`src/rtl/soc_vga_pkg.sv`:
```
// Shared VGA framebuffer types and default frame geometry for the fill engine and scan-out.
`default_nettype none

package soc_vga_pkg;

  typedef logic [7:0] pixel_t;

  typedef enum logic [1:0] {
    ST_IDLE  = 2'd0,
    ST_SETUP = 2'd1,
    ST_FILL  = 2'd2,
    ST_DONE  = 2'd3
  } fill_state_t;

  localparam int DEFAULT_FRAME_WIDTH  = 640;
  localparam int DEFAULT_FRAME_HEIGHT = 480;

endpackage

`default_nettype wire

```
`src/rtl/soc_vga_fill_clip.sv`:
```
// soc_vga_fill_clip: combinational clip of a fill rectangle against the frame.
`default_nettype none

module soc_vga_fill_clip
  import soc_vga_pkg::*;
#(
  parameter int FRAME_WIDTH  = DEFAULT_FRAME_WIDTH,
  parameter int FRAME_HEIGHT = DEFAULT_FRAME_HEIGHT
) (
  input  logic [11:0] i_rect_x,
  input  logic [11:0] i_rect_y,
  input  logic [11:0] i_rect_w,
  input  logic [11:0] i_rect_h,
  output logic [12:0] o_x_end,
  output logic [12:0] o_y_end,
  output logic        o_empty
);

  localparam logic [12:0] c_FW = 13'(FRAME_WIDTH);
  localparam logic [12:0] c_FH = 13'(FRAME_HEIGHT);

  logic [12:0] w_x_sum;
  logic [12:0] w_y_sum;

  // One extra bit so that a maximal origin plus a maximal size cannot wrap.
  always_comb begin
    w_x_sum = {1'b0, i_rect_x} + {1'b0, i_rect_w};
    w_y_sum = {1'b0, i_rect_y} + {1'b0, i_rect_h};
    o_x_end = (w_x_sum > c_FW) ? c_FW : w_x_sum;
    o_y_end = (w_y_sum > c_FH) ? c_FH : w_y_sum;
    o_empty = (i_rect_w == 12'd0) || (i_rect_h == 12'd0) ||
              ({1'b0, i_rect_x} >= c_FW) || ({1'b0, i_rect_y} >= c_FH);
  end

endmodule

`default_nettype wire

```
`src/rtl/soc_vga_fill.sv`:
```
// soc_vga_fill: rectangle-fill engine writing the RGB332 framebuffer, one pixel per handshake.
// Optional checkerboard colour input enabled by SOC_VGA_FILL_PATTERN_EN.
`default_nettype none

module soc_vga_fill
  import soc_vga_pkg::*;
#(
  parameter int FRAME_WIDTH  = DEFAULT_FRAME_WIDTH,
  parameter int FRAME_HEIGHT = DEFAULT_FRAME_HEIGHT,
  parameter int ADDR_WIDTH   = 32
) (
  input  logic                  clk,
  input  logic                  res_n,
  input  logic                  start,
  input  logic [11:0]           rect_x,
  input  logic [11:0]           rect_y,
  input  logic [11:0]           rect_w,
  input  logic [11:0]           rect_h,
  input  logic [7:0]            color,
`ifdef SOC_VGA_FILL_PATTERN_EN
  input  logic [7:0]            color_alt,
`endif
  output logic                  busy,
  output logic                  done,
  output logic                  fb_wr_en,
  output logic [ADDR_WIDTH-1:0] fb_wr_addr,
  output logic [7:0]            fb_wr_data,
  input  logic                  fb_wr_ready
);

  localparam logic [1:0] c_ST_IDLE  = ST_IDLE;
  localparam logic [1:0] c_ST_SETUP = ST_SETUP;
  localparam logic [1:0] c_ST_FILL  = ST_FILL;
  localparam logic [1:0] c_ST_DONE  = ST_DONE;
  localparam logic [ADDR_WIDTH-1:0] c_FW = ADDR_WIDTH'(FRAME_WIDTH);

  logic [1:0]            r_state;
  logic [11:0]           r_rect_x, r_rect_y, r_rect_w, r_rect_h;
  logic [11:0]           r_x, r_y;
  pixel_t                r_color;
`ifdef SOC_VGA_FILL_PATTERN_EN
  pixel_t                r_color_alt;
`endif
  logic [ADDR_WIDTH-1:0] r_row_base, r_addr;
  pixel_t                r_data;
  logic                  r_busy, r_done, r_wr_en;

  logic [12:0]           w_x_end, w_y_end;
  logic                  w_empty, w_last_col, w_last_row;
  logic [11:0]           w_nx, w_ny;
  logic [ADDR_WIDTH-1:0] w_nrow, w_naddr;
  pixel_t                w_npix;

  soc_vga_fill_clip #(
    .FRAME_WIDTH  (FRAME_WIDTH),
    .FRAME_HEIGHT (FRAME_HEIGHT)
  ) u_clip (
    .i_rect_x (r_rect_x),
    .i_rect_y (r_rect_y),
    .i_rect_w (r_rect_w),
    .i_rect_h (r_rect_h),
    .o_x_end  (w_x_end),
    .o_y_end  (w_y_end),
    .o_empty  (w_empty)
  );

  // Next pixel to present: the rectangle origin from SETUP, otherwise the successor of the current one.
  always_comb begin
    w_last_col = (({1'b0, r_x} + 13'd1) == w_x_end);
    w_last_row = (({1'b0, r_y} + 13'd1) == w_y_end);
    if (r_state == c_ST_SETUP) begin
      w_nx    = r_rect_x;
      w_ny    = r_rect_y;
      w_nrow  = ADDR_WIDTH'(r_rect_y) * c_FW;
      w_naddr = w_nrow + ADDR_WIDTH'(r_rect_x);
    end else if (w_last_col) begin
      w_nx    = r_rect_x;
      w_ny    = r_y + 12'd1;
      w_nrow  = r_row_base + c_FW;
      w_naddr = w_nrow + ADDR_WIDTH'(r_rect_x);
    end else begin
      w_nx    = r_x + 12'd1;
      w_ny    = r_y;
      w_nrow  = r_row_base;
      w_naddr = r_addr + ADDR_WIDTH'(1);
    end
`ifdef SOC_VGA_FILL_PATTERN_EN
    w_npix = (w_nx[0] ^ w_ny[0]) ? r_color_alt : r_color;
`else
    w_npix = r_color;
`endif
  end

  always_ff @(posedge clk) begin
    if (!res_n) begin
      r_state    <= c_ST_IDLE;
      r_rect_x   <= '0;
      r_rect_y   <= '0;
      r_rect_w   <= '0;
      r_rect_h   <= '0;
      r_x        <= '0;
      r_y        <= '0;
      r_color    <= '0;
`ifdef SOC_VGA_FILL_PATTERN_EN
      r_color_alt <= '0;
`endif
      r_row_base <= '0;
      r_addr     <= '0;
      r_data     <= '0;
      r_busy     <= 1'b0;
      r_done     <= 1'b0;
      r_wr_en    <= 1'b0;
    end else begin
      r_done <= 1'b0;
      case (r_state)
        c_ST_IDLE: begin
          if (start) begin
            r_rect_x <= rect_x;
            r_rect_y <= rect_y;
            r_rect_w <= rect_w;
            r_rect_h <= rect_h;
            r_color  <= color;
`ifdef SOC_VGA_FILL_PATTERN_EN
            r_color_alt <= color_alt;
`endif
            r_busy   <= 1'b1;
            r_state  <= c_ST_SETUP;
          end
        end
        c_ST_SETUP: begin
          if (w_empty) begin
            r_done  <= 1'b1;
            r_state <= c_ST_DONE;
          end else begin
            r_wr_en    <= 1'b1;
            r_x        <= w_nx;
            r_y        <= w_ny;
            r_row_base <= w_nrow;
            r_addr     <= w_naddr;
            r_data     <= w_npix;
            r_state    <= c_ST_FILL;
          end
        end
        c_ST_FILL: begin
          if (fb_wr_ready) begin
            if (w_last_col && w_last_row) begin
              r_wr_en <= 1'b0;
              r_done  <= 1'b1;
              r_state <= c_ST_DONE;
            end else begin
              r_x        <= w_nx;
              r_y        <= w_ny;
              r_row_base <= w_nrow;
              r_addr     <= w_naddr;
              r_data     <= w_npix;
            end
          end
        end
        c_ST_DONE: begin
          r_busy  <= 1'b0;
          r_state <= c_ST_IDLE;
        end
        default: r_state <= c_ST_IDLE;
      endcase
    end
  end

  assign busy       = r_busy;
  assign done       = r_done;
  assign fb_wr_en   = r_wr_en;
  assign fb_wr_addr = r_addr;
  assign fb_wr_data = r_data;

endmodule

`default_nettype wire

```
`config.mk`:
```
export PLATFORM = sky130hd
export DESIGN_NAME = soc_vga_fill
export DESIGN_NICKNAME = d
export VERILOG_FILES = /design/src/rtl/soc_vga_pkg.sv /design/src/rtl/soc_vga_fill_clip.sv /design/src/rtl/soc_vga_fill.sv
export SDC_FILE = /design/constraint.sdc
export NUM_CORES = 1
export LEC_CHECK = 0
export ABC_AREA = 1
export BUFFER_PORTS_ARGS = -buffer_cell sky130_fd_sc_hd__buf_2
export CAP_MARGIN = 30
export CORE_UTILIZATION = 41
export CTS_CLUSTER_SIZE = 40
export DETAILED_ROUTE_END_ITERATION = 7
export GPL_ROUTABILITY_DRIVEN = 0
export SYNTH_ARGS = -nofsm -noshare
export SYNTH_HDL_FRONTEND = slang
export SYNTH_HIERARCHICAL = 1
export SYNTH_SLANG_ARGS = --single-unit
```
`constraint.sdc`:
```
create_clock -name clk -period 7.3 [get_ports clk]
set_input_delay 1.46 -clock clk [delete_from_list [all_inputs] [get_ports clk]]
set_output_delay 1.46 -clock clk [all_outputs]
set_load 0.01 [all_outputs]
```
### Word level (Yosys, flattened, before mapping)

Cells that the tools add are included.

| operators by class | value |
|---|---|
| add/subtract/negate cells | 10 |
| multiply operators | 1 |
| divide/modulo/power cells | 0 |
| order comparisons | 4 |
| eq/ne operators | 10 |
| shift-type cells | 0 |
| mux-type cells | 45 |
| bitwise logic cells | 0 |
| reductions and logical operators | 14 |

Operators by type and width:

| operator | count |
|---|---|
| 32-bit two-way mux | 10 |
| 32-bit case mux with 2 select lines | 2 |
| 12-bit two-way mux | 10 |
| 12-bit case mux with 2 select lines | 2 |
| 32-bit by 1-bit adder with 32-bit output, second input constant | 1 |
| 32-bit by 10-bit adder with 32-bit output, second input constant | 1 |
| 32-bit by 12-bit adder with 32-bit output | 1 |
| 12-bit by 1-bit adder with 13-bit output, second input constant | 2 |
| 12-bit by 12-bit adder with 13-bit output | 2 |
| 13-bit equality test | 2 |
| 13-bit two-way mux | 2 |
| 12-bit by 1-bit adder with 12-bit output, second input constant | 2 |
| 12-bit logical NOT | 2 |
| 8-bit two-way mux | 3 |
| 22-bit by 12-bit adder with 23-bit output | 1 |
| 8-bit case mux with 2 select lines | 1 |
| 12-bit by 3-bit multiplier with 15-bit output, second input constant | 1 |
| 13-bit by 10-bit greater-than comparator with 1-bit output, second input constant | 1 |
| 13-bit by 9-bit greater-than comparator with 1-bit output, second input constant | 1 |
| 12-bit by 10-bit greater-or-equal comparator with 1-bit output, second input constant | 1 |
| 12-bit by 9-bit greater-or-equal comparator with 1-bit output, second input constant | 1 |
| 2-bit inequality test, second input constant | 5 |
| 1-bit two-way mux | 8 |
| 2-bit case mux with 4 select lines | 1 |
| 11 further kinds | 21 |

| word-level totals | value |
|---|---|
| flip-flop bits (word level) | 157 |
| bits in latches | 0 |
| bits in writable memories | 0 |
| memory bits (read-only) | 0 |
| input port bits | 60 |
| memories | 0 |

### Longest topological paths before layout

Gate-level depths: netlist (run 1).

| depth | value |
|---|---|
| depth in word-level cells | 9 |
| mapped depth | 33 |

### Hierarchy

The synthesis (run 1) kept the hierarchy.

Modules (own cells, without submodules):

| module | instances | cells an instance | area each (sq um) | seq. area each (sq um) |
|---|---|---|---|---|
| soc_vga_fill | 1 | 1728 | 10610.2 | 3002.9 |
| soc_vga_fill_clip | 1 | 318 | 1675.4 | 0.0 |

### Worst setup path before layout (run 1)

No wires, ideal clock.

| timing | value |
|---|---|
| kind | register to register |
| from | reg r_rect_x[0] |
| to | reg r_row_base[27] |
| setup time | 0.128 ns |
| arrival time | 3.220 ns |
| path slack | 3.952 ns |
| stages on the path, launching flop included | 30 |
| buffers on the path | 1 |
| clock period less this slack | 3.348 ns |
| cell sequence | dfxtp_1 ha_1 inv_1 fa_1 inv_1 nand2_1 nand2_1 nand2_1 o21ai_1 xor2_1 nand2_1 nand2_1 nand2_2 nor2_1 xnor2_1 nor2_1 nand2_1 nor2_1 nand2_1 nor2_2 nand3_2 nor2_4 nand3_2 nand2_4 inv_6 nand2_8 buf_6 nand2_1 nand2_1 nor2_1 |

| on the way | value |
|---|---|
| longest elaborated chain between the ends | 9 |
| elaborated cells between the ends (all ways) | 17 |
| those cells by class | add/sub (1); order compare (2); eq/ne (3); mux (7); reduce/logical (4) |

RTL lines:

| item | line | source |
|---|---|---|
| start: declaration | soc_vga_fill.sv:38 | `logic [11:0] r_rect_x, r_rect_y, r_rect_w, r_rect_h;` |
| start signal: assignment | soc_vga_fill.sv:118 | `r_rect_x <= rect_x;` |
| 12-bit by 12-bit adder with 13-bit output * | soc_vga_fill_clip.sv:27 | `w_x_sum = {1'b0, i_rect_x} + {1'b0, i_rect_w};` |
| 13-bit by 10-bit greater-than comparator with 1-bit output | soc_vga_fill_clip.sv:29 | `o_x_end = (w_x_sum > c_FW) ? c_FW : w_x_sum;` |
| 13-bit two-way mux * | soc_vga_fill_clip.sv:29 |  |
| via w_x_end[0] | soc_vga_fill.sv:48 | `logic [12:0] w_x_end, w_y_end;` |
| 13-bit equality test * | soc_vga_fill.sv:69 | `w_last_col = (({1'b0, r_x} + 13'd1) == w_x_end);` |
| 32-bit two-way mux | soc_vga_fill.sv:76 | `end else if (w_last_col) begin` |
| 32-bit two-way mux | soc_vga_fill.sv:71 | `if (r_state == c_ST_SETUP) begin` |
| 32-bit two-way mux | soc_vga_fill.sv:146 | `if (w_last_col && w_last_row) begin` |
| 32-bit two-way mux | soc_vga_fill.sv:145 | `if (fb_wr_ready) begin` |
| 32-bit case mux with 2 select lines | soc_vga_fill.sv:115 | `case (r_state)` |
| end signal: assignment | soc_vga_fill.sv:138 | `r_row_base <= w_nrow;` |
| end signal: assignment | soc_vga_fill.sv:153 | `r_row_base <= w_nrow;` |
| end: declaration | soc_vga_fill.sv:44 | `logic [ADDR_WIDTH-1:0] r_row_base, r_addr;` |

The timed path passes the listed nets; every way through them passes the cells marked *. The select of a mux whose other input is x is not followed.
A chain may end at the register's enable or synchronous reset.

### Worst setup path in the final report (run 1)

| timing | value |
|---|---|
| from | reg r_rect_w[0] |
| to | reg r_row_base[27] |

| on the way | value |
|---|---|
| longest elaborated chain between the ends | 9 |
| elaborated cells between the ends (all ways) | 18 |
| those cells by class | add/sub (1); order compare (1); eq/ne (3); mux (7); reduce/logical (6) |

RTL lines:

| item | line | source |
|---|---|---|
| start: declaration | soc_vga_fill.sv:38 |  |
| start signal: assignment | soc_vga_fill.sv:120 | `r_rect_w <= rect_w;` |
| 12-bit by 12-bit adder with 13-bit output * | soc_vga_fill_clip.sv:27 |  |
| 13-bit by 10-bit greater-than comparator with 1-bit output | soc_vga_fill_clip.sv:29 |  |
| 13-bit two-way mux * | soc_vga_fill_clip.sv:29 |  |
| via w_x_end[0] | soc_vga_fill.sv:48 |  |
| 13-bit equality test * | soc_vga_fill.sv:69 |  |
| 32-bit two-way mux | soc_vga_fill.sv:76 |  |
| 32-bit two-way mux | soc_vga_fill.sv:71 |  |
| 32-bit two-way mux | soc_vga_fill.sv:146 |  |
| 32-bit two-way mux | soc_vga_fill.sv:145 |  |
| 32-bit case mux with 2 select lines | soc_vga_fill.sv:115 |  |

Marks and branches as above.

==> metrics.csv, run 1 <==
stage;metric;value;unit
timing;Final Max Tran Viols;0;
drt;DRT iter0 DRCs;965;
die;Die H;175;um
synth;EDFF count, synth;0;
drt;Total Wirelength;37800;um
setup_path;crit-path most repeated cell;nand2_1;
finish;final instance area;0.0136;mm^2
clock_network;clock slew at reported path FFs;70;ps
setup_path;Slowest-stage cell, CP;nand2_4;
worst_hold_path;Hold Path Class;reg2reg;
drt;Routed wire per std cell;15.1;um
synth;Post-synth top flop;dfxtp_1;
setup_path;CP Buf/Inv Count;3;
placed_design;placed cell areas;0.0130;mm^2
global_route;largest net degree at the start of global routing;71;
clock_network;Clock Root Buffer;clkbuf_16;
setup_path;Crit Path Class;reg2reg;
global_route;initial antenna violation count;0;
clock_network;Worst-Skew Late Latency;450;ps
timing;Setup Viol. Count Final;0;
power_and_ir_drop;leak pwr;6.12;nW
setup_path;worst-path maximum fanout;53;
setup_path;crit path DAT;5420;ps
drt;vias;13000;
worst_hold_path;Hold Path Origin;r_color[1];
finish;share of cells above drive strength 1;8.87;%
setup_path;Critical Path Source Type;register;
setup_path;r2r startpoint;r_rect_w[0];
setup_path;Critical Path RT;7640;ps
drt;ANT nets after route;0;
finish;fillers;3238;
global_route;gr ovfl total;0;
timing;period utilization;69.6;%
global_route;global-route wire length before repair;61500;um
synth;sequential area share after synthesis;24.4;%
flow_run;max_cap viols;0;
timing;worst clock skew;12.8;ps
die;CORE AREA;0.0296;mm^2
global_route;Tot GR Track Use;25.2;%
timing;Slew HR;34.4;%
power_and_ir_drop;Pwr per Cell Area;377;mW/mm^2
synth;Syn Inst Count;2046;
clock_network;setup bufs post-CTS;0;
die;# IOs;103;
finish;Final nets;2234;
placed_design;hpwl dp;28300;um
finish;most frequent cells in the layout;511 x nand2_1, 384 x nor2_1, 205 x inv_1;
setup_path;Crit. Startpoint;r_rect_w[0];
clock_network;Num CTS Buffers;17;
timing;max frequency;0.197;GHz
timing;Setup Total Neg Slack;0;ps
clock_network;H-tree Lvls;4;
setup_path;Crit. End Element;register;
finish;Area Growth Syn to Fin;10.4;%
setup_path;CP top delay family;simple AND/OR/NAND/NOR gates;
die;FP Rows;63;
power_and_ir_drop;worst IR drop on VDD;0.000184;V
drt;Residual DRC;0;
placed_design;number of I/O port buffers;102;
timing;min cycle time layout;5080;ps
die;chip width;175;um
timing;final hold violation count;0;
outcome;status;complete, no violations;
synth;synthesized area;0.0123;mm^2
die;initial cell density of the core;41.6;%
clock_network;hold bufs inserted after CTS;0;
timing;RSZ-0062 raised after global routing;no;
power_and_ir_drop;overall power;5.11;mW
synth;synth unique cells;49;
synth;ys async rst share;0;%
clock_network;CTS Sinks;150;
clock_network;Resized cells post-CTS;0;
finish;Antenna Cells;0;
synth;Yosys reg bits;150;
setup_path;slowest cell delay on critical path;530;ps
die;die footprint;0.0307;mm^2
global_route;number of global-route vias before repair;11900;
timing;measured slew at the worst slew-check pin;982;ps
finish;commonest non-fill, non-tap cell in the layout;nand2_1;
timing;worst hold margin;478;ps
synth;Synth warnings;6;
clock_network;TritonCTS clock tree;built;
clock_network;CTS Buffer Depth;2;
drt;Via density;5.18;
drt;drt first pass iters;6;
synth;Avg Inst Size Synth;6.00;um^2
-- layout make-up --
type                    count  area [um^2]  share of cell area [%]
clock buffers              20          447                    3.29
multi-input cells        1620         8120                    59.9
clock inverters            12          143                    1.05
well taps                 390          488                    3.60
inverters                 210          793                    5.85
repair buffers            107          571                    4.21
flip-flops and latches    150         3000                    22.1
-- state kept, by name (all words and copies together), names as in the netlist, 12 cells and up --
signal and cells:
r_rect_x 12, r_rect_w 12, r_rect_h 12, r_y 12, r_row_base 25, fb_wr_addr 32, r_x 12, r_rect_y 12
-- Yosys cell counts (all sizes together), types with 22 or more instances --
| cell | count | area [um^2] |
|---|---|---|
| inv | 208 | 786 |
| clkbuf | 38 | 143 |
| dfxtp | 150 | 3000 |
| buf | 34 | 255 |
| nand4 | 40 | 250 |
| xor2 | 47 | 412 |
| o21ai | 202 | 1010 |
| nor3 | 29 | 145 |
| xnor2 | 22 | 200 |
| nor2 | 402 | 1580 |
| nand3 | 136 | 716 |
| ha | 64 | 801 |
| nand2 | 521 | 2000 |
| a21oi | 86 | 457 |
-- where the power goes --
group	switching, mW	internal [mW]	leakage, nW
Combinational	1.80	0.928	4.61
Clock	0.400	0.519	0.286
Sequential	0.375	1.09	1.23
Total	2.57	2.54	6.12
-- through the flow --
| stage | cells | utilization, % | setup slack (ps) |
|---|---|---|---|
| after floorplan | 2052 | - | 3950 |
| after global placement | 2476 | 43.8 | 2450 |
| after detailed placement | 2477 | 43.9 | 2300 |
| after CTS | 2509 | 45.9 | 2280 |
| after global routing | 2509 | 45.9 | 1700 |
| final | 2509 | 45.9 | 2220 |
-- kinds of logic after synthesis --
| logic type | count (synthesis) | share of synthesized area (%) |
|---|---|---|
| simple gates | 1157 | 39.8 |
| other cells | 2 | 0.0611 |
| xor+xnor | 69 | 4.98 |
| buf+inv | 282 | 9.70 |
| flops | 150 | 24.4 |
| mux | 3 | 0.244 |
| fa+ha+maj | 68 | 7.17 |
| compound gates | 315 | 13.6 |
-- worst min-delay path, cell delays in order, from the launching register on --
cell and delay, ps:
dfxtp_1 320, nor2_1 40, nor2_1 80
-- final timing paths --
kind                    end  slack [ps]  depth (start not counted)
min reg2reg      r_color[1]         480                          2
max          r_row_base[27]        2220                         28
min              r_color[1]         480                          2
max reg2reg  r_row_base[27]        2220                         28
-- layer usage --
metal	track usage (%)	wire length, um	share of wire (%)
met5	0	0	0
met4	6.38	580	1.5
met3	4.55	2380	6.3
met2	39.3	16400	43
met1	35.4	18400	49
Power figures use the tool's default switching activity.
==> run 2: changes to the inputs <==
==> constraint.sdc (replaced) <==
create_clock -name clk -period 5.05 [get_ports clk]
set_input_delay 1.01 -clock clk [delete_from_list [all_inputs] [get_ports clk]]
set_output_delay 1.01 -clock clk [all_outputs]
set_load 0.01 [all_outputs]
==> run 2 against run 1 <==
Against the previous run:
- sequential share of layout area hardly changed
- total power is 44% higher
- critical endpoint is now r_x[2]
- die area unchanged
- register-to-register slack got worse by 1600 ps
- utilization increased by 0.059 points
==> metrics.csv, run 2 (synthesized netlist as in run 1, its figures left out) <==
stage;metric;value;unit;change
outcome;status;complete, no violations;;
drt;Total Wirelength;38100;um;+0.64%
finish;end-of-flow core utilization;45.9;%;+0.059 points
finish;max reg flops;32;;unchanged
placed_design;Cells after DPL;2485;;+0.32%
clock_network;Resized cells post-CTS;0;;unchanged
timing;worst hold margin;478;ps;+0.146 ps
drt;ANT nets after route;0;;unchanged
timing;RSZ-0062 raised after global routing;no;;
finish;Final nets;2242;;+0.36%
drt;vias;13000;;+0.18%
die;CORE AREA;0.0296;mm^2;unchanged
worst_hold_path;Hold Path Class;reg2reg;;
finish;share of cells above drive strength 1;9.07;%;+0.20 points
power_and_ir_drop;overall power;7.35;mW;+44%
clock_network;CTS Sinks;150;;unchanged
global_route;initial antenna violation count;1;;+1
clock_network;CTS Buffer Depth;2;;unchanged
setup_path;Critical Path RT;5420;ps;-2220 ps
placed_design;number of I/O port buffers;102;;unchanged
timing;period utilization;88.4;%;+19 points
global_route;largest net degree at the start of global routing;81;;+14%
finish;Final Instance Count excl. Fillers;2518;;+0.36%
drt;Via density;5.17;;-0.18%
finish;commonest non-fill, non-tap cell in the layout;nand2_1;;
finish;Area Growth Syn to Fin;10.5;%;
global_route;gr ovfl total;0;;unchanged
finish;most frequent cells in the layout;511 x nand2_1, 384 x nor2_1, 205 x inv_1;;
timing;worst clock skew;18.1;ps;+5.33 ps
clock_network;Num CTS Buffers;17;;unchanged
power_and_ir_drop;Pwr per Cell Area;542;mW/mm^2;+44%
timing;measured slew at the worst slew-check pin;942;ps;-39.8 ps
timing;Setup WS post-layout;585;ps;-1640 ps
placed_design;hpwl dp;28700;um;+1.2%
timing;min cycle time layout;4470;ps;-614 ps
die;FP Rows;63;;unchanged
global_route;number of global-route vias before repair;11800;;-0.79%
clock_network;H-tree Lvls;4;;unchanged
drt;DRT iter0 DRCs;971;;+0.62%
power_and_ir_drop;leak pwr;6.13;nW;about the same
setup_path;crit path DAT;4840;ps;-580 ps
die;die footprint;0.0307;mm^2;unchanged
die;chip width;175;um;unchanged
setup_path;Critical Path Source Type;register;;
timing;Setup Viol. Count Final;0;;unchanged
global_route;global-route wire length before repair;61900;um;+0.53%
die;initial cell density of the core;41.6;%;unchanged
finish;final instance area;0.0136;mm^2;+0.13%
timing;Setup Total Neg Slack;0;ps;unchanged
drt;drt first pass iters;5;;-1
clock_network;Clock Root Buffer;clkbuf_16;;
power_and_ir_drop;worst IR drop on VDD;0.000303;V;+64%
drt;Residual DRC;0;;unchanged
flow_run;max_cap viols;0;;unchanged
setup_path;worst-path maximum fanout;48;;-9.4%
timing;max frequency;0.224;GHz;+14%
clock_network;clock slew at reported path FFs;70;ps;about the same
clock_network;hold bufs inserted after CTS;0;;unchanged
timing;Final Max Tran Viols;0;;unchanged
clock_network;TritonCTS clock tree;built;;
timing;final hold violation count;0;;unchanged
setup_path;Crit Path Class;reg2reg;;
timing;Slew HR;37.0;%;+2.7 points
clock_network;setup bufs post-CTS;0;;unchanged
drt;Routed wire per std cell;15.1;um;+0.28%
global_route;Tot GR Track Use;25.1;%;-0.038 points
die;# IOs;103;;unchanged
die;Die H;175;um;unchanged
placed_design;placed cell areas;0.0130;mm^2;+0.46%
placed_design;Post-Place Worst Slack;656;ps;-1640 ps
setup_path;r2r setup slk;580;ps;-1640 ps
clock_network;Worst-Skew Late Latency;440;ps;about the same
setup_path;Crit. End Element;register;;
## run 2: changes by cell type in the layout (fill, tap and decap cells not counted), sizes merged
cell      previous run  this run
clkinv               6         5
bufinv               2         1
clkbuf              20        22
clkinvlp             1         4
inv                213       210
buf                107       115
diode                0         1
## run 2: cell type report
class                           instances  area, um^2
Clock buffer                           22         444
Inverter                              210         793
Antenna cell                            1        2.50
Timing Repair Buffer                  115         631
Sequential cell                       150        3000
Tap cell                              390         488
Multi-Input combinational cell       1620        8120
Fill cell                            3205       16000
Clock inverter                         10         100
## run 2: power by group
group	internal, mW	switching (mW)
sequential	1.58	0.522
combinational	1.37	2.64
clock	0.682	0.560
## run 2: routing by layer
layer  wire length, um  part of all wire (%)  up-vias  track usage [%]
met5                 0                     0        -                0
met4               640                   1.7        0             6.63
met3              2010                   5.3       39             3.81
met2             16500                    43      376             39.5
met1             18900                    50     5863             35.5
li1                  -                     -     6733                -
## run 2: path summary, 6_finish.rpt
path | startpoint | endpoint | depth (start not counted)
setup / recovery | r_rect_x[0] | r_x[2] | 27
hold / removal | r_color[7] | r_color[7] | 2
setup reg to reg | r_rect_x[0] | r_x[2] | 27
hold reg to reg | r_color[7] | r_color[7] | 2
## run 2: worst max-delay path, stage by stage (launching register included)
cell,delay [ps]
dfxtp_1,370
ha_1,210
inv_1,60
fa_1,380
inv_1,120
nand2_1,70
nand2_1,90
nand2_1,90
o21ai_1,170
xor2_1,200
nand2_1,80
nand2_1,90
nand2_2,110
nor2_1,160
xor2_1,90
nor2_1,90
nand2_1,60
nor2_1,150
nand2_1,90
nor2_2,100
nand3_2,100
nor2_4,90
buf_4,260
nand3_2,170
nand2_4,170
buf_4,490
o21ai_0,170
a21oi_1,170
